==> src/rtl/mem_arb_pkg.sv <==
// Shared types for the fetch/data memory port arbiter.
package mem_arb_pkg;
  localparam int ARB_AW = 32;
  localparam int ARB_DW = 32;

  typedef enum logic [1:0] {
    OWN_NONE = 2'd0,
    OWN_IF   = 2'd1,
    OWN_DM   = 2'd2
  } owner_e;

  typedef struct packed {
    owner_e                owner;
    logic                  we;
    logic [ARB_AW-1:0]     addr;
    logic [ARB_DW-1:0]     wdata;
    logic [ARB_DW/8-1:0]   strb;
  } issue_t;
endpackage

==> src/rtl/mem_port_arbiter_if.sv <==
// Requester and memory-side signals of the shared memory port; slave = arbiter.
interface mem_port_arbiter_if #(
  parameter int AWIDTH = 32,
  parameter int DWIDTH = 32
);
  logic              if_req_i;
  logic [AWIDTH-1:0] if_addr_i;
  logic              if_flush_i;
  logic              if_gnt_o;
  logic              if_rvalid_o;
  logic [DWIDTH-1:0] if_rdata_o;
  logic              if_err_o;

  logic                dm_req_i;
  logic                dm_we_i;
  logic [AWIDTH-1:0]   dm_addr_i;
  logic [DWIDTH-1:0]   dm_wdata_i;
  logic [DWIDTH/8-1:0] dm_strb_i;
  logic                dm_gnt_o;
  logic                dm_rvalid_o;
  logic [DWIDTH-1:0]   dm_rdata_o;
  logic                dm_err_o;

  logic [AWIDTH-1:0]   mem_addr_o;
  logic [DWIDTH-1:0]   mem_data_o;
  logic [DWIDTH/8-1:0] mem_strb_o;
  logic                mem_read_en_o;
  logic                mem_write_en_o;
  logic [DWIDTH-1:0]   mem_data_i;
  logic                mem_vld_i;

  modport slave (
    input  if_req_i, if_addr_i, if_flush_i,
    output if_gnt_o, if_rvalid_o, if_rdata_o, if_err_o,
    input  dm_req_i, dm_we_i, dm_addr_i, dm_wdata_i, dm_strb_i,
    output dm_gnt_o, dm_rvalid_o, dm_rdata_o, dm_err_o,
    output mem_addr_o, mem_data_o, mem_strb_o, mem_read_en_o, mem_write_en_o,
    input  mem_data_i, mem_vld_i
  );

  modport master (
    output if_req_i, if_addr_i, if_flush_i,
    input  if_gnt_o, if_rvalid_o, if_rdata_o, if_err_o,
    output dm_req_i, dm_we_i, dm_addr_i, dm_wdata_i, dm_strb_i,
    input  dm_gnt_o, dm_rvalid_o, dm_rdata_o, dm_err_o,
    input  mem_addr_o, mem_data_o, mem_strb_o, mem_read_en_o, mem_write_en_o,
    output mem_data_i, mem_vld_i
  );
endinterface

==> src/rtl/mem_arb_starve_cnt.sv <==
// Counts consecutive denied fetch cycles; starve_o lets fetch win the next arbitration.
module mem_arb_starve_cnt #(
  parameter int STARVE_LIMIT = 4
) (
  input  logic clk,
  input  logic rst,
  input  logic req_i,
  input  logic gnt_i,
  output logic starve_o
);
  localparam int CW = $clog2(STARVE_LIMIT + 1);
  localparam logic [CW-1:0] LIM = CW'(STARVE_LIMIT);

  logic [CW-1:0] cnt_q, cnt_d;

  always_comb begin
    cnt_d = cnt_q;
    if (!req_i || gnt_i)  cnt_d = '0;
    else if (cnt_q != LIM) cnt_d = cnt_q + CW'(1);
  end

  always_ff @(posedge clk or posedge rst) begin
    if (rst) cnt_q <= '0;
    else     cnt_q <= cnt_d;
  end

  assign starve_o = (cnt_q == LIM);
endmodule

==> src/rtl/mem_port_arbiter.sv <==
// Fetch/data arbiter for the unified memory port: grant -> issue -> response, 2-cycle latency.
module mem_port_arbiter
  import mem_arb_pkg::*;
#(
  parameter int AWIDTH       = ARB_AW,
  parameter int DWIDTH       = ARB_DW,
  parameter int STARVE_LIMIT = 4
) (
  input  logic             clk,
  input  logic             rst,
  mem_port_arbiter_if.slave bus
);
  logic   starve;
  logic   if_gnt, dm_gnt;
  issue_t iss_q, iss_d;
  logic   iss_rd;

  owner_e            rsp_own_q;
  logic [DWIDTH-1:0] rsp_data_q;
  logic              rsp_err_q;

  mem_arb_starve_cnt #(.STARVE_LIMIT(STARVE_LIMIT)) u_starve (
    .clk      (clk),
    .rst      (rst),
    .req_i    (bus.if_req_i),
    .gnt_i    (if_gnt),
    .starve_o (starve)
  );

  // Data side wins ties unless fetch has been starved for the full limit.
  assign if_gnt = !rst && bus.if_req_i && (!bus.dm_req_i || starve);
  assign dm_gnt = !rst && bus.dm_req_i && !(bus.if_req_i && starve);

  assign bus.if_gnt_o = if_gnt;
  assign bus.dm_gnt_o = dm_gnt;

  always_comb begin
    iss_d = '0;
    if (dm_gnt) begin
      iss_d.owner = OWN_DM;
      iss_d.we    = bus.dm_we_i;
      iss_d.addr  = bus.dm_addr_i;
      iss_d.wdata = bus.dm_we_i ? bus.dm_wdata_i : '0;
      iss_d.strb  = bus.dm_we_i ? bus.dm_strb_i  : '0;
    end else if (if_gnt) begin
      // A fetch granted under flush is accepted but never issued.
      iss_d.owner = bus.if_flush_i ? OWN_NONE : OWN_IF;
      iss_d.addr  = bus.if_addr_i;
    end
  end

  always_ff @(posedge clk or posedge rst) begin
    if (rst) iss_q <= '0;
    else     iss_q <= iss_d;
  end

  assign iss_rd             = (iss_q.owner != OWN_NONE) && !iss_q.we;
  assign bus.mem_addr_o     = iss_q.addr;
  assign bus.mem_data_o     = iss_q.wdata;
  assign bus.mem_read_en_o  = iss_rd;
  assign bus.mem_write_en_o = (iss_q.owner == OWN_DM) && iss_q.we;
  assign bus.mem_strb_o     = bus.mem_write_en_o ? iss_q.strb : '0;

  always_ff @(posedge clk or posedge rst) begin
    if (rst) begin
      rsp_own_q  <= OWN_NONE;
      rsp_data_q <= '0;
      rsp_err_q  <= 1'b0;
    end else begin
      rsp_own_q  <= (iss_q.owner == OWN_IF && bus.if_flush_i) ? OWN_NONE : iss_q.owner;
      rsp_data_q <= (iss_rd && bus.mem_vld_i) ? bus.mem_data_i : '0;
      rsp_err_q  <= iss_rd && !bus.mem_vld_i;
    end
  end

  // Flush also squashes a fetch response landing in the same cycle.
  assign bus.if_rvalid_o = (rsp_own_q == OWN_IF) && !bus.if_flush_i;
  assign bus.if_rdata_o  = (rsp_own_q == OWN_IF) ? rsp_data_q : '0;
  assign bus.if_err_o    = bus.if_rvalid_o && rsp_err_q;

  assign bus.dm_rvalid_o = (rsp_own_q == OWN_DM);
  assign bus.dm_rdata_o  = bus.dm_rvalid_o ? rsp_data_q : '0;
  assign bus.dm_err_o    = bus.dm_rvalid_o && rsp_err_q;
endmodule

==> src/flat_wrapper.sv <==
// flat-port wrapper written by rule: the top's interface ports become plain ports
module mem_port_arbiter_flat import mem_arb_pkg::*;
#(
  parameter int AWIDTH       = ARB_AW,
  parameter int DWIDTH       = ARB_DW,
  parameter int STARVE_LIMIT = 4
)
  (clk, rst, bus_if_req_i, bus_if_addr_i, bus_if_flush_i, bus_if_gnt_o, bus_if_rvalid_o, bus_if_rdata_o, bus_if_err_o, bus_dm_req_i, bus_dm_we_i, bus_dm_addr_i, bus_dm_wdata_i, bus_dm_strb_i, bus_dm_gnt_o, bus_dm_rvalid_o, bus_dm_rdata_o, bus_dm_err_o, bus_mem_addr_o, bus_mem_data_o, bus_mem_strb_o, bus_mem_read_en_o, bus_mem_write_en_o, bus_mem_data_i, bus_mem_vld_i);
  mem_port_arbiter_if #(.AWIDTH(AWIDTH), .DWIDTH(DWIDTH)) bus_i ();
  input  logic clk;
  input  logic rst;
  input wire logic [$bits(bus_i.if_req_i)-1:0] bus_if_req_i;
  input wire logic [$bits(bus_i.if_addr_i)-1:0] bus_if_addr_i;
  input wire logic [$bits(bus_i.if_flush_i)-1:0] bus_if_flush_i;
  output wire logic [$bits(bus_i.if_gnt_o)-1:0] bus_if_gnt_o;
  output wire logic [$bits(bus_i.if_rvalid_o)-1:0] bus_if_rvalid_o;
  output wire logic [$bits(bus_i.if_rdata_o)-1:0] bus_if_rdata_o;
  output wire logic [$bits(bus_i.if_err_o)-1:0] bus_if_err_o;
  input wire logic [$bits(bus_i.dm_req_i)-1:0] bus_dm_req_i;
  input wire logic [$bits(bus_i.dm_we_i)-1:0] bus_dm_we_i;
  input wire logic [$bits(bus_i.dm_addr_i)-1:0] bus_dm_addr_i;
  input wire logic [$bits(bus_i.dm_wdata_i)-1:0] bus_dm_wdata_i;
  input wire logic [$bits(bus_i.dm_strb_i)-1:0] bus_dm_strb_i;
  output wire logic [$bits(bus_i.dm_gnt_o)-1:0] bus_dm_gnt_o;
  output wire logic [$bits(bus_i.dm_rvalid_o)-1:0] bus_dm_rvalid_o;
  output wire logic [$bits(bus_i.dm_rdata_o)-1:0] bus_dm_rdata_o;
  output wire logic [$bits(bus_i.dm_err_o)-1:0] bus_dm_err_o;
  output wire logic [$bits(bus_i.mem_addr_o)-1:0] bus_mem_addr_o;
  output wire logic [$bits(bus_i.mem_data_o)-1:0] bus_mem_data_o;
  output wire logic [$bits(bus_i.mem_strb_o)-1:0] bus_mem_strb_o;
  output wire logic [$bits(bus_i.mem_read_en_o)-1:0] bus_mem_read_en_o;
  output wire logic [$bits(bus_i.mem_write_en_o)-1:0] bus_mem_write_en_o;
  input wire logic [$bits(bus_i.mem_data_i)-1:0] bus_mem_data_i;
  input wire logic [$bits(bus_i.mem_vld_i)-1:0] bus_mem_vld_i;
  assign bus_i.if_req_i = bus_if_req_i;
  assign bus_i.if_addr_i = bus_if_addr_i;
  assign bus_i.if_flush_i = bus_if_flush_i;
  assign bus_if_gnt_o = bus_i.if_gnt_o;
  assign bus_if_rvalid_o = bus_i.if_rvalid_o;
  assign bus_if_rdata_o = bus_i.if_rdata_o;
  assign bus_if_err_o = bus_i.if_err_o;
  assign bus_i.dm_req_i = bus_dm_req_i;
  assign bus_i.dm_we_i = bus_dm_we_i;
  assign bus_i.dm_addr_i = bus_dm_addr_i;
  assign bus_i.dm_wdata_i = bus_dm_wdata_i;
  assign bus_i.dm_strb_i = bus_dm_strb_i;
  assign bus_dm_gnt_o = bus_i.dm_gnt_o;
  assign bus_dm_rvalid_o = bus_i.dm_rvalid_o;
  assign bus_dm_rdata_o = bus_i.dm_rdata_o;
  assign bus_dm_err_o = bus_i.dm_err_o;
  assign bus_mem_addr_o = bus_i.mem_addr_o;
  assign bus_mem_data_o = bus_i.mem_data_o;
  assign bus_mem_strb_o = bus_i.mem_strb_o;
  assign bus_mem_read_en_o = bus_i.mem_read_en_o;
  assign bus_mem_write_en_o = bus_i.mem_write_en_o;
  assign bus_i.mem_data_i = bus_mem_data_i;
  assign bus_i.mem_vld_i = bus_mem_vld_i;
  mem_port_arbiter #(.AWIDTH(AWIDTH), .DWIDTH(DWIDTH), .STARVE_LIMIT(STARVE_LIMIT)) u_core (.clk(clk), .rst(rst), .bus(bus_i));
endmodule
==> config.mk <==
export PLATFORM = sky130hd
export DESIGN_NAME = mem_port_arbiter_flat
export DESIGN_NICKNAME = d
export VERILOG_FILES = /design/src/rtl/mem_arb_pkg.sv /design/src/rtl/mem_port_arbiter_if.sv /design/src/rtl/mem_arb_starve_cnt.sv /design/src/rtl/mem_port_arbiter.sv /design/src/flat_wrapper.sv
export SDC_FILE = /design/constraint.sdc
export NUM_CORES = 1
export LEC_CHECK = 0
export BUFFER_PORTS_ARGS = -buffer_cell sky130_fd_sc_hd__buf_2
export CAP_MARGIN = 30
export CORE_AREA = 2 2 110 112
export DETAILED_ROUTE_END_ITERATION = 7
export DIE_AREA = 0 0 112 114
export PLACE_DENSITY = 0.76
export SLEW_MARGIN = 5
export SYNTH_ARGS = -nofsm -noshare
export SYNTH_HDL_FRONTEND = slang
export SYNTH_SLANG_ARGS = --single-unit
==> constraint.sdc <==
create_clock -name clk -period 3.9 [get_ports clk]
set_input_delay 0.78 -clock clk [delete_from_list [all_inputs] [get_ports clk]]
set_output_delay 0.78 -clock clk [all_outputs]
set_load 0.01 [all_outputs]
Word level (Yosys, flattened, before mapping). Cells that the tools add are included.

Bits in registers: 109. Latch bits: 0. Bits in writable memories: 0. Bits in read-only memories: 0. Input bits: 139. Output and inout port bits: 140. Word-level logic and storage cells: 56. Memories kept: 0.

Add/sub/neg operators: 1. Multipliers: 0. Divide/modulo/power cells: 0. $lt $le $gt $ge: 0. Eq/ne operators: 6. Shift operators: 0. Mux-type cells: 16. Bitwise logic cells: 0. Reductions and logical operators: 24.

Operator list (number): 2-to-1 mux 32 bit (6); 2-to-1 mux 36 bit (1); logical AND 1 bit (13); 2-to-1 mux 4 bit (2); logical NOT 1 bit (7); 2-to-1 mux 2 bit (3); 2-to-1 mux 3 bit (2); equality test 2 x 1 -> 1 bit, second input constant (2); equality test 2 bit, second input constant (2); nonzero test 2 bit (2); adder 3 x 1 -> 3 bit, second input constant (1); equality test 3 bit, second input constant (1); inequality test 3 bit, second input constant (1); logical OR 1 bit (2); 2-to-1 mux 1 bit (2).

Logic depth before layout (Yosys ltp). Gate-level depths: netlist (run 1).

Word-level depth: 5. Gate-level depth with buffers: 6. Depth with buffers taken out: 5.

Modules after synthesis. A second synthesis (run 1) with hierarchy kept.

Cell total of the unflattened synthesis: 484. Area total of the unflattened synthesis: 5745.5 um^2.

By module, submodules not included: mem_port_arbiter (times used 1, cells an instance 465, area an instance 5559.1 um^2, sequential area each 2652.5 um^2); mem_arb_starve_cnt (times used 1, cells an instance 19, area an instance 186.4 um^2, sequential area each 75.1 um^2).

Worst setup path after synthesis (run 1). No wires, ideal clock.

Kind: input-to-reg. From: input rst. To: register u_core.u_starve.cnt_q[2]. Setup time: 132 ps. Arrival time: 3574 ps. Required time: 3768 ps. Path slack: 194 ps. Cell stages on the path: 3. Path buffers: 0. Cells stage by stage: inv_1 -> mux2_2 -> a21oi_1.

Cells in the longest elaborated chain, start to end: 5. Elaborated cells on any way between the ends: 6. Those cells by class: mux: 1; reduce/logical: 5.

Ends and longest elaborated chain: start, declared (line flat_wrapper.sv:11) `input logic rst;`; logical NOT 1 bit (*) (line mem_port_arbiter.sv:31) `assign if_gnt = !rst && bus.if_req_i && (!bus.dm_req_i || starve);`; logical AND 1 bit (*) (2 in series) (line mem_port_arbiter.sv:31); logical OR 1 bit (*) (line mem_arb_starve_cnt.sv:18) `if (!req_i || gnt_i) cnt_d = '0;`; 2-to-1 mux 3 bit or nonzero test 2 bit (tied branches); end signal, assigned (line mem_arb_starve_cnt.sv:24) `else cnt_q <= cnt_d;`; end, declared (line mem_arb_starve_cnt.sv:14) `logic [CW-1:0] cnt_q, cnt_d;`.

Every way passes the cells marked *; elsewhere a longest branch is shown, timed or not. A chain may end at the register's enable or synchronous reset.

Worst setup path after layout (run 1).
From: register u_core.u_starve.cnt_q[0]. To: output bus_if_gnt_o.

Cells in the longest elaborated chain, start to end: 3.

Ends and longest elaborated chain: equality test 3 bit (line mem_arb_starve_cnt.sv:27) `assign starve_o = (cnt_q == LIM);`; logical OR 1 bit (line mem_port_arbiter.sv:31); logical AND 1 bit (line mem_port_arbiter.sv:31); end, declared (line flat_wrapper.sv:15) `output wire logic [$bits(bus_i.if_gnt_o)-1:0] bus_if_gnt_o;`.

No other way between the ends.

==> results of run 1 <==
==> synthesized netlist by cell type <==
cell type / number / area [sq um]
o221ai_1: 1 / 8.76
a311oi_4: 1 / 26.3
dfrtp_1: 109 / 2730
clkbuf_1: 14 / 52.6
nor2_1: 4 / 15.0
nand2b_4: 1 / 13.8
nand2_2: 1 / 6.26
buf_2: 6 / 30.0
nand2b_1: 1 / 6.26
nand2_1: 3 / 11.3
nor3_1: 1 / 5.00
o32ai_1: 2 / 17.5
and2_1: 106 / 663
a22o_1: 32 / 280
a21oi_1: 1 / 5.00
inv_1: 5 / 18.8
mux2_2: 1 / 11.3
and3_1: 32 / 200
a21boi_0: 1 / 7.51
a31oi_2: 1 / 12.5
a21oi_2: 1 / 8.76
clkbuf_2: 3 / 15.0
ha_1: 2 / 25.0
nor2b_1: 4 / 25.0
buf_4: 64 / 480
nand3_1: 2 / 10.0
==> final timing paths <==
path,cells after the start,end,from
max in group asynchronous,3,u_core.bus.mem_data_o[2]$_DFF_PP0_,rst
min,0,u_core.rsp_own_q[1]$_DFF_PP0_,u_core.iss_q[70]$_DFF_PP0_
min reg2reg,0,u_core.rsp_own_q[1]$_DFF_PP0_,u_core.iss_q[70]$_DFF_PP0_
max reg2reg,5,u_core.bus.mem_data_o[21]$_DFF_PP0_,u_core.u_starve.cnt_q[0]$_DFFE_PP0P_
min in group asynchronous,2,u_core.u_starve.cnt_q[2]$_DFFE_PP0P_,rst
max,5,bus_if_gnt_o,u_core.u_starve.cnt_q[0]$_DFFE_PP0P_
==> power by group through the flow <==
stage	logic, mW	clock network, mW	registers, mW
floorplan	0.151	0	1.21
global placement	0.236	0	1.21
detailed placement	0.245	0	1.21
CTS	0.245	0.946	1.19
global route	0.266	1.01	1.19
finish	0.240	0.916	1.19
==> cell type report <==
type | instances | area, sq um | share of cell area
clock inverters | 7 | 81.3 | 0.0134
repair buffers | 285 | 1450 | 0.239
flip-flops and latches | 109 | 2730 | 0.450
multi-input cells | 198 | 1370 | 0.226
inverters | 5 | 21.3 | 0.00351
well taps | 147 | 184 | 0.0303
clock buffers | 9 | 225 | 0.0372
==> kinds of logic after synthesis <==
family | after synthesis | synth area share
AND/OR/NAND/NOR | 155 | 0.204
AO/OA/AOI/OAI | 40 | 0.0783
buffers and inverters | 92 | 0.127
multiplexers | 1 | 0.00240
flip-flops | 109 | 0.582
adder cells (fa/ha/maj) | 2 | 0.00534
==> flip-flops by register name (all words and copies together), names as in the netlist <==
signal / count
u_core.bus.mem_addr_o: 32
u_core.bus.mem_data_o: 32
u_core.rsp_data_q: 32
u_core.iss_q: 7
u_core.u_starve.cnt_q: 3
u_core.rsp_own_q: 2
u_core.rsp_err_q: 1
==> per-stage QoR <==
stage / instance area [sq um] / hold WS (ns) / total power [mW]
after floorplan: 4680 / 0.437 / 1.36
after global placement: 5740 / 0.406 / 1.44
after detailed placement: 5750 / 0.418 / 1.46
after CTS: 6060 / 0.433 / 2.38
after global routing: 6060 / 0.444 / 2.46
final: 6060 / 0.432 / 2.34
==> layer usage <==
layer / vias up / track usage
li1: 1653 / -
met1: 1600 / 0.187
met2: 177 / 0.323
met3: 12 / 0.0558
met4: 0 / 0.0488
met5: - / 0
==> worst max-delay path: cells and delay by family, from the launching register on <==
kind / cells / cell delay (ns)
AND/OR/NAND/NOR: 1 / 0.15
buffers and inverters: 2 / 0.27
AO/OA/AOI/OAI: 1 / 0.23
flip-flops: 1 / 0.41
adder cells (fa/ha/maj): 1 / 0.34
==> flow_summary.ini, run 1 <==
[drt]
viasPerCell = 4.53
wl_met1_um = 3910
drtIter0Drc = 73
avgRoutedWirePerCell_um = 14.6
first_pass_iters = 4
highest_layer = met4
vias = 3442
ant_nets = 0
wl_met3_um = 1010
wl_met2_um = 6020
wl_um = 11100
drc = 0

[floorplan]
io_pins = 279
coreArea_sq_um = 11700
die_w_um = 112
die-area_sq_um = 12800
start_util = 0.400
die_h_um = 114
fp-row-count = 40

[setup_path]
critPathMaxStageDelay_ns = 0.41
path_max_fanout = 5
worst_setup_path_start_kind = flop
crit_chain = inv_1 -> ha_1 -> nand2_2 -> a21oi_2 -> buf_2
crit_path_end_kind = output port
r2r_slack_ns = 2.04
crit_arrival_ns = 1.73
path_class = reg2out
worstPathRequired_ns = 3.12
crit_slowest_cell = dfrtp_1

[global_route]
gr-total-overflow = 0
grt_max_degree = 61
grt_usage = 0.172
antenna_found_initial = 1
grt_pass1_vias = 3448
grt_first_pass_wirelength_um = 17300

[power]
switchingPower_mw = 0.549
p_clk_frac = 0.391
seq_power_share = 0.507
p_comb_frac = 0.102
peakVddDrop_mv = 0.170
internal_power_mw = 1.79
power_density_nw_per_um2 = 387
power_leakage_nw = 3.66
switching_share = 0.234

[cells_and_area]
final_cell_mix = buf_2 (278), dfrtp_1 (109), and2_1 (106)
final_common_cell = buf_2
layout.nets = 749
fin_util = 0.518
fillers = 1060
n_antenna_cell = 0
drive_gt1_frac = 0.504
instances_no_fill = 760
areaGrowthSynthToFinish_pct = 29.4

[hold_path]
holdCritPathClass = reg2reg

[timing]
setup_slack_ns = 1.39
final_hold_viol_count = 0
tightest_slew_ns = 0.769
fin_crit_sh = 0.643
fin_crit_ns = 2.51
finalClockSkew_ns = 0.00752
finalSetupViolations = 0
fin_setup_tns_ns = 0
slew_violations = 0
relSlewSlack = 0.488
rsz0062_at_grt = false
max_freq_mhz = 399

[cts]
root_buffer = clkbuf_16
clock_path_buffers = 2
clk_latency_ns = 0.34
cts_resized = 0
cts_hold_buf = 0
cts.clk_slew.worst_paths_ns = 0.07
cts_setup_buffers = 0
cts_tree = yes
clock-sinks = 109
numCtsBuffers = 9
h-tree-depth = 3

[job]
drv_cap = 0

[yosys]
synth_seq_area_share = 0.582
synth_cell_types = 26
synth_warnings = 0
syn_nets = 540
synth_seq_cells = 109
synthCells = 399
synth_area_per_cell_sq_um = 11.7
mappedNetlistArea_sq_um = 4680

[placed_design]
gp_congestion = 0.779
portBuffers = 278
dp_cells = 744
dp_slack_ns = 1.68
dp_hpwl_um = 9000

[run_status]
status = finished clean
(Power assumes the default switching activity.)
==> run 2: changes to the inputs <==
--- a/config.mk
+++ b/config.mk
@@ -5,12 +5,12 @@
 export SDC_FILE = /design/constraint.sdc
 export NUM_CORES = 1
 export LEC_CHECK = 0
+export ABC_AREA = 1
 export BUFFER_PORTS_ARGS = -buffer_cell sky130_fd_sc_hd__buf_2
 export CAP_MARGIN = 30
-export CORE_AREA = 2 2 110 112
+export CORE_UTILIZATION = 40
 export DETAILED_ROUTE_END_ITERATION = 7
-export DIE_AREA = 0 0 112 114
-export PLACE_DENSITY = 0.76
+export PLACE_DENSITY = 0.77
 export SLEW_MARGIN = 5
 export SYNTH_ARGS = -nofsm -noshare
 export SYNTH_HDL_FRONTEND = slang
==> constraint.sdc (replaced) <==
create_clock -name clk -period 2.1 [get_ports clk]
set_input_delay 0.42 -clock clk [delete_from_list [all_inputs] [get_ports clk]]
set_output_delay 0.42 -clock clk [all_outputs]
set_load 0.01 [all_outputs]
==> run 2 against run 1 <==
Net effect: wire length up 3.0%; first-iteration DRC count grew 130%; global-route usage increased by 1.3 points; area after synthesis grew 4.3%; total power rose by 83%; critical path depth is the same; cell count is 23% higher; combinational power grew 120%; flip-flop and latch count did not move; critical path type unchanged; critical endpoint is now bus_dm_rdata_o[22]; largest power group unchanged.
==> flow_summary.ini, run 2 <==
[setup_path]
crit_path_end_kind = output port
crit_chain = nor2_2 -> clkinvlp_4 -> buf_4 -> nor2_1 -> buf_2
cp_num_cells = 5
critPathTopFamily = buffers and inverters
crit_slowest_cell = dfrtp_1
crit_arrival_ns = 1.58
path_class = reg2out
critPathMaxStageDelay_ns = 0.38
worst_setup_path_start_kind = flop
r2r_cells = 9
path_max_fanout = 17
path_buf_inv = 3
worstPathRequired_ns = 1.68

[timing]
fin_crit_ns = 2.00
max_freq_mhz = 500
relSlewSlack = 0.568
final_hold_viol_count = 0
finalClockSkew_ns = 0.00780
finalSetupViolations = 0
slew_violations = 0
rsz0062_at_grt = true
setup_slack_ns = 0.0994
tightest_slew_ns = 0.648
fin_crit_sh = 0.953

[cts]
root_buffer = clkbuf_16
clock_path_buffers = 2
numCtsBuffers = 9
h-tree-depth = 3
clock-sinks = 109
cts_tree = yes
clk_latency_ns = 0.34
cts.clk_slew.worst_paths_ns = 0.07
cts_hold_buf = 0

[yosys]
synthCells = 578
syn_nets = 719
synth.most_common_cell = nor2_1
synth_warnings = 0
synthTopCellsByCount = nor2_1 (142), nand2_1 (140), dfrtp_1 (109)
synth_seq_cells = 109
mappedNetlistArea_sq_um = 4880
synth_top_area_frac = 0.559
synth_cell_types = 22
synth_area_per_cell_sq_um = 8.45
synth_area_leaders = dfrtp_1 (56%), nor2_1 (11%), nand2_1 (11%)
synthFlopType = dfrtp_1
synth_area_leader_cell = dfrtp_1
synth_seq_area_share = 0.559
synth-edff-count = 0
synth_async_sr_flop_share = 1.00

[global_route]
grt_max_degree = 59
antenna_found_initial = 0
grt_usage = 0.185
grt_first_pass_wirelength_um = 18000
gr-total-overflow = 0
grt_pass1_vias = 3824

[power]
total_power_mw = 4.28
peakVddDrop_mv = 0.337
power_density_nw_per_um2 = 694
power_leakage_nw = 3.80

[cells_and_area]
fillers = 1129
multi_input_area_sq_um = 1180
instances_no_fill = 937
final_common_cell = buf_2
final_cell_mix = buf_2 (278), nor2_1 (141), nand2_1 (140)
layout.nets = 930
fin_util = 0.529
seqCellArea_sq_um = 2730
areaGrowthSynthToFinish_pct = 26.4
drive_gt1_frac = 0.398
n_antenna_cell = 0

[placed_design]
portBuffers = 278
dp_cells = 917
dp_slack_ns = 0.304
dp_hpwl_um = 8740
gp_congestion = 0.784

[drt]
avgRoutedWirePerCell_um = 12.2
drc = 0
drtIter0Drc = 171
first_pass_iters = 4
ant_nets = 0
wl_um = 11500
viasPerCell = 4.24
vias = 3975

[floorplan]
start_util = 0.419
die_w_um = 112
coreArea_sq_um = 11700
die_h_um = 112
fp-row-count = 39
die-area_sq_um = 12700
io_pins = 279

[job]
drv_cap = 0

[run_status]
status = finished clean

[hold_path]
holdCritPathClass = in2async
-- run 2: area by class of cell --
type | count | share of cell area
inverter | 82 | 0.0519
clock inverter | 5 | 0.00568
timing repair buffer | 287 | 0.240
clock buffer | 11 | 0.0377
tap | 143 | 0.0290
multi-input combinational | 299 | 0.192
sequential | 109 | 0.442
timing repair inverter | 1 | 0.00122
-- run 2: tightest hold or removal path, delay by kind of cell --
| kind | cells | cell delay (ns) |
|---|---|---|
| buffers and inverters | 3 | 0.51 |
-- run 2: through the flow --
stage / cell area (sq um) / hold WS, ns / setup TNS (ns)
after detailed placement: 5870 / 0.429 / 0
after global placement: 5870 / 0.423 / 0
final: 6170 / 0.210 / 0
after floorplan: 4890 / 0.448 / -0.741
after CTS: 6160 / 0.215 / 0
after global routing: 6170 / 0.241 / -0.00818
-- run 2: cells by family after synthesis --
logic type                 Yosys count  share of synthesized area
AOI/OAI and AO/OA                    4                    0.00538
xor gates and xnor gates             1                    0.00179
adders and majority gates            2                    0.00512
buffers and inverters              170                      0.199
DFF                                109                      0.559
and+or+nand+nor                    292                      0.230
-- run 2: layer usage --
metal | global-route usage | up-vias | routed length, um
met1 | 0.186 | 1786 | 4250
met5 | 0 | - | 0
met3 | 0.0513 | 8 | 825
met2 | 0.369 | 175 | 6250
met4 | 0.0516 | 0 | 137
li1 | - | 2006 | -
-- run 2: what timing repair did --
| action | in CTS | in global routing |
|---|---|---|
| gates cloned | 1 | 0 |
| setup buffers | 2 | 1 |
| setup endpoints to repair | 33 | 2 |
| resized for setup | 3 | 0 |
| pin swaps | 0 | 0 |
| endpoints found under the hold margin | 0 | 0 |
-- run 2: power breakdown --
part	internal (mW)	switching [mW]	total, mW
clock network	0.808	0.728	1.54
registers	2.19	0.0310	2.22
logic	0.215	0.310	0.525
-- run 2: path summary, 6_finish.rpt --
check,endpoint,start,slack [ns]
hold / removal,u_core.bus.mem_addr_o[11]$_DFF_PP0_,rst,0.21
setup reg to reg,u_core.bus.mem_addr_o[29]$_DFF_PP0_,u_core.u_starve.cnt_q[0]$_DFFE_PP0P_,0.62
hold reg to reg,u_core.rsp_own_q[1]$_DFF_PP0_,u_core.iss_q[70]$_DFF_PP0_,0.45
setup / recovery,bus_dm_rdata_o[22],u_core.rsp_own_q[0]$_DFF_PP0_,0.1
min in group clk,u_core.rsp_err_q$_DFF_PP0_,bus_mem_vld_i,0.27
max in group asynchronous,u_core.rsp_data_q[29]$_DFF_PP0_,rst,1.31
==> run 3: changes to the inputs <==
--- a/config.mk
+++ b/config.mk
@@ -6,12 +6,12 @@
 export NUM_CORES = 1
 export LEC_CHECK = 0
 export ABC_AREA = 1
-export BUFFER_PORTS_ARGS = -buffer_cell sky130_fd_sc_hd__buf_2
 export CAP_MARGIN = 30
-export CORE_UTILIZATION = 40
+export CORE_UTILIZATION = 45
 export DETAILED_ROUTE_END_ITERATION = 7
-export PLACE_DENSITY = 0.77
+export DONT_BUFFER_PORTS = 1
 export SLEW_MARGIN = 5
 export SYNTH_ARGS = -nofsm -noshare
 export SYNTH_HDL_FRONTEND = slang
+export SYNTH_HIERARCHICAL = 1
 export SYNTH_SLANG_ARGS = --single-unit
==> constraint.sdc (replaced) <==
create_clock -name clk -period 1.69 [get_ports clk]
set_input_delay 0.338 -clock clk [delete_from_list [all_inputs] [get_ports clk]]
set_output_delay 0.338 -clock clk [all_outputs]
set_load 0.01 [all_outputs]
==> run 3 against run 2 <==
Net effect: the run now ends with setup timing left; non-clock buffer count decreased by 221; global-route usage decreased by 0.99 points; synthesized cell count is 3.8% higher.
==> flow_summary.ini, run 3 <==
[run_status]
status = complete, but fails checks
violations = setup timing

[cells_and_area]
areaGrowthSynthToFinish_pct = 9.38
layout.nets = 720
fin_util = 0.508
n_antenna_cell = 0
final_area_sq_um = 5530
final_cell_mix = dfrtp_1 (109), nor2_1 (102), inv_1 (83)
final_common_cell = dfrtp_1
instances_no_fill = 724
drive_gt1_frac = 0.238

[setup_path]
r2r_slack_ns = 0.13
worst_setup_path_start_kind = flop
path_class = reg2out
crit_arrival_ns = 1.41
path_max_fanout = 8
critPathMaxStageDelay_ns = 0.40
startpoint = u_core/rsp_own_q[0]$_DFF_PP0_
r2r_cells = 10
crit_slowest_cell = dfrtp_1
worstReg2RegStart = u_core/u_starve/cnt_q[1]$_DFFE_PP0P_
r2r-end = u_core/bus.mem_addr_o[19]$_DFF_PP0_
crit_chain = nor2_2 -> inv_2 -> clkbuf_16 -> nor2_1
worstPathRequired_ns = 1.35
crit_path_end_kind = output port
crit_end = bus_dm_rdata_o[22]

[global_route]
gr-total-overflow = 0
grt_first_pass_wirelength_um = 15500
grt_max_degree = 76
met3_usage = 0.0470
grt_usage = 0.175
grt_pass1_vias = 3207
globalRouteMet2Util = 0.323
use_met1 = 0.185
antenna_found_initial = 0
gr-max-usage-layer = met2

[cts]
cts.clk_slew.worst_paths_ns = 0.10
root_buffer = clkbuf_8
clock-sinks = 109
cts_tree = yes
clk_latency_ns = 0.38
numCtsBuffers = 9
clock_path_buffers = 2
h-tree-depth = 3

[timing]
relSlewSlack = 0.758
finalSetupViolations = 31
fin_setup_tns_ns = -0.975
fin_crit_sh = 1.03
tightest_slew_ns = 0.363
fin_crit_ns = 1.74
finalClockSkew_ns = 0.0191
max_freq_mhz = 573
rsz0062_at_grt = true
setup_slack_ns = -0.0539
hold_ws_ns = 0.0273
final_hold_viol_count = 0
slew_violations = 0

[drt]
avgRoutedWirePerCell_um = 15.1
vias = 3518
drtIter0Drc = 162
wl_um = 10900
first_pass_iters = 4
ant_nets = 0
drc = 0
viasPerCell = 4.86

[yosys]
mappedNetlistArea_sq_um = 5050
synth_seq_area_share = 0.540
synth_area_leaders = dfrtp_1 (54%), nor2_1 (10%), buf_4 (9.8%)
synthCells = 600
synth_warnings = 6
synth_area_per_cell_sq_um = 8.42
synthFlopType = dfrtp_1
synth.most_common_cell = nor2_1
synthTopCellsByCount = nor2_1 (135), dfrtp_1 (109), inv_1 (88)
synth_async_sr_flop_share = 1.00
syn_nets = 741
synth_seq_cells = 109
synth-edff-count = 0
synth_cell_types = 17
synth_top_area_frac = 0.540
synth_area_leader_cell = dfrtp_1

[placed_design]
post_dp_cell_area_sq_um = 4990
dp_hpwl_um = 7530
gp_congestion = 0.755
portBuffers = 0
dp_slack_ns = 0.0605
dp_cells = 695

[floorplan]
die-area_sq_um = 11700
fp-row-count = 38
start_util = 0.464
io_pins = 279
die_h_um = 108
coreArea_sq_um = 10900
die_w_um = 108

[power]
peakVddDrop_mv = 0.393
power_leakage_nw = 2.84
total_power_mw = 4.75
power_density_nw_per_um2 = 859

[hold_path]
holdPathStages = 1
holdCritPathClass = in2reg

[job]
drv_cap = 0
## run 3: cell types whose count changed after synthesis, moves of 2 or more
| cell | previous run | this run |
|---|---|---|
| nand4_1 | 2 | 33 |
| nand3_1 | 1 | 37 |
| buf_6 | 6 | 2 |
| clkbuf_8 | 3 | 0 |
| nor2_2 | 2 | 11 |
| clkbuf_1 | 5 | 7 |
| nand2_1 | 140 | 78 |
| buf_2 | 9 | 23 |
| inv_1 | 78 | 88 |
| nor2_1 | 142 | 135 |
## run 3: what timing repair did
action | CTS | global route
setup endpoints to repair | 69 | 96
gates cloned | 0 | 2
gates resized for setup | 43 | 22
setup buffers | 9 | 1
pin swaps | 5 | 1
hold buffers | 2 | 0
hold endpoints to repair | 46 | 0
## run 3: layout make-up
cell class                 count  area [sq um]
clock buffer                   9           124
clock inverter                 7          63.8
fill                         996          5360
inverter                      91           352
multi-input combinational    302          1500
sequential                   109          2730
tap                          140           175
timing repair buffer          66           586
## run 3: worst min path at each step
stage,startpoint,end
after floorplan,rst,u_core/u_starve/cnt_q[0]$_DFFE_PP0P_
after global placement,rst,u_core/u_starve/cnt_q[2]$_DFFE_PP0P_
after detailed placement,rst,u_core/u_starve/cnt_q[2]$_DFFE_PP0P_
after CTS,bus_mem_vld_i,u_core/rsp_err_q$_DFF_PP0_
after global routing,bus_mem_vld_i,u_core/rsp_err_q$_DFF_PP0_
final,bus_mem_vld_i,u_core/rsp_err_q$_DFF_PP0_
## run 3: kinds of logic after synthesis
kind of cell | after synthesis | share of synthesized area
AO/OA/AOI/OAI | 1 | 0.000989
buffers and inverters | 189 | 0.198
flip-flops | 109 | 0.540
AND/OR/NAND/NOR | 299 | 0.256
adder cells (fa/ha/maj) | 2 | 0.00495
## run 3: metal layers
metal	wire length [um]	up-vias
met2	5930	170
met4	180	0
met3	848	12
met1	3990	1649
li1	-	1687
met5	0	-
## run 3: report_power, final
part	leakage [nW]	switching, mW	internal (mW)
sequential	1.48	0.0800	2.71
clock	0.0903	0.928	0.570
combinational	1.28	0.299	0.160
total	2.84	1.31	3.44
## run 3: worst max-delay path, delay by kind of cell (launching register included)
family | cells | cell delay [ns]
buffers and inverters | 2 | 0.28
flip-flops | 1 | 0.40
AND/OR/NAND/NOR | 2 | 0.36
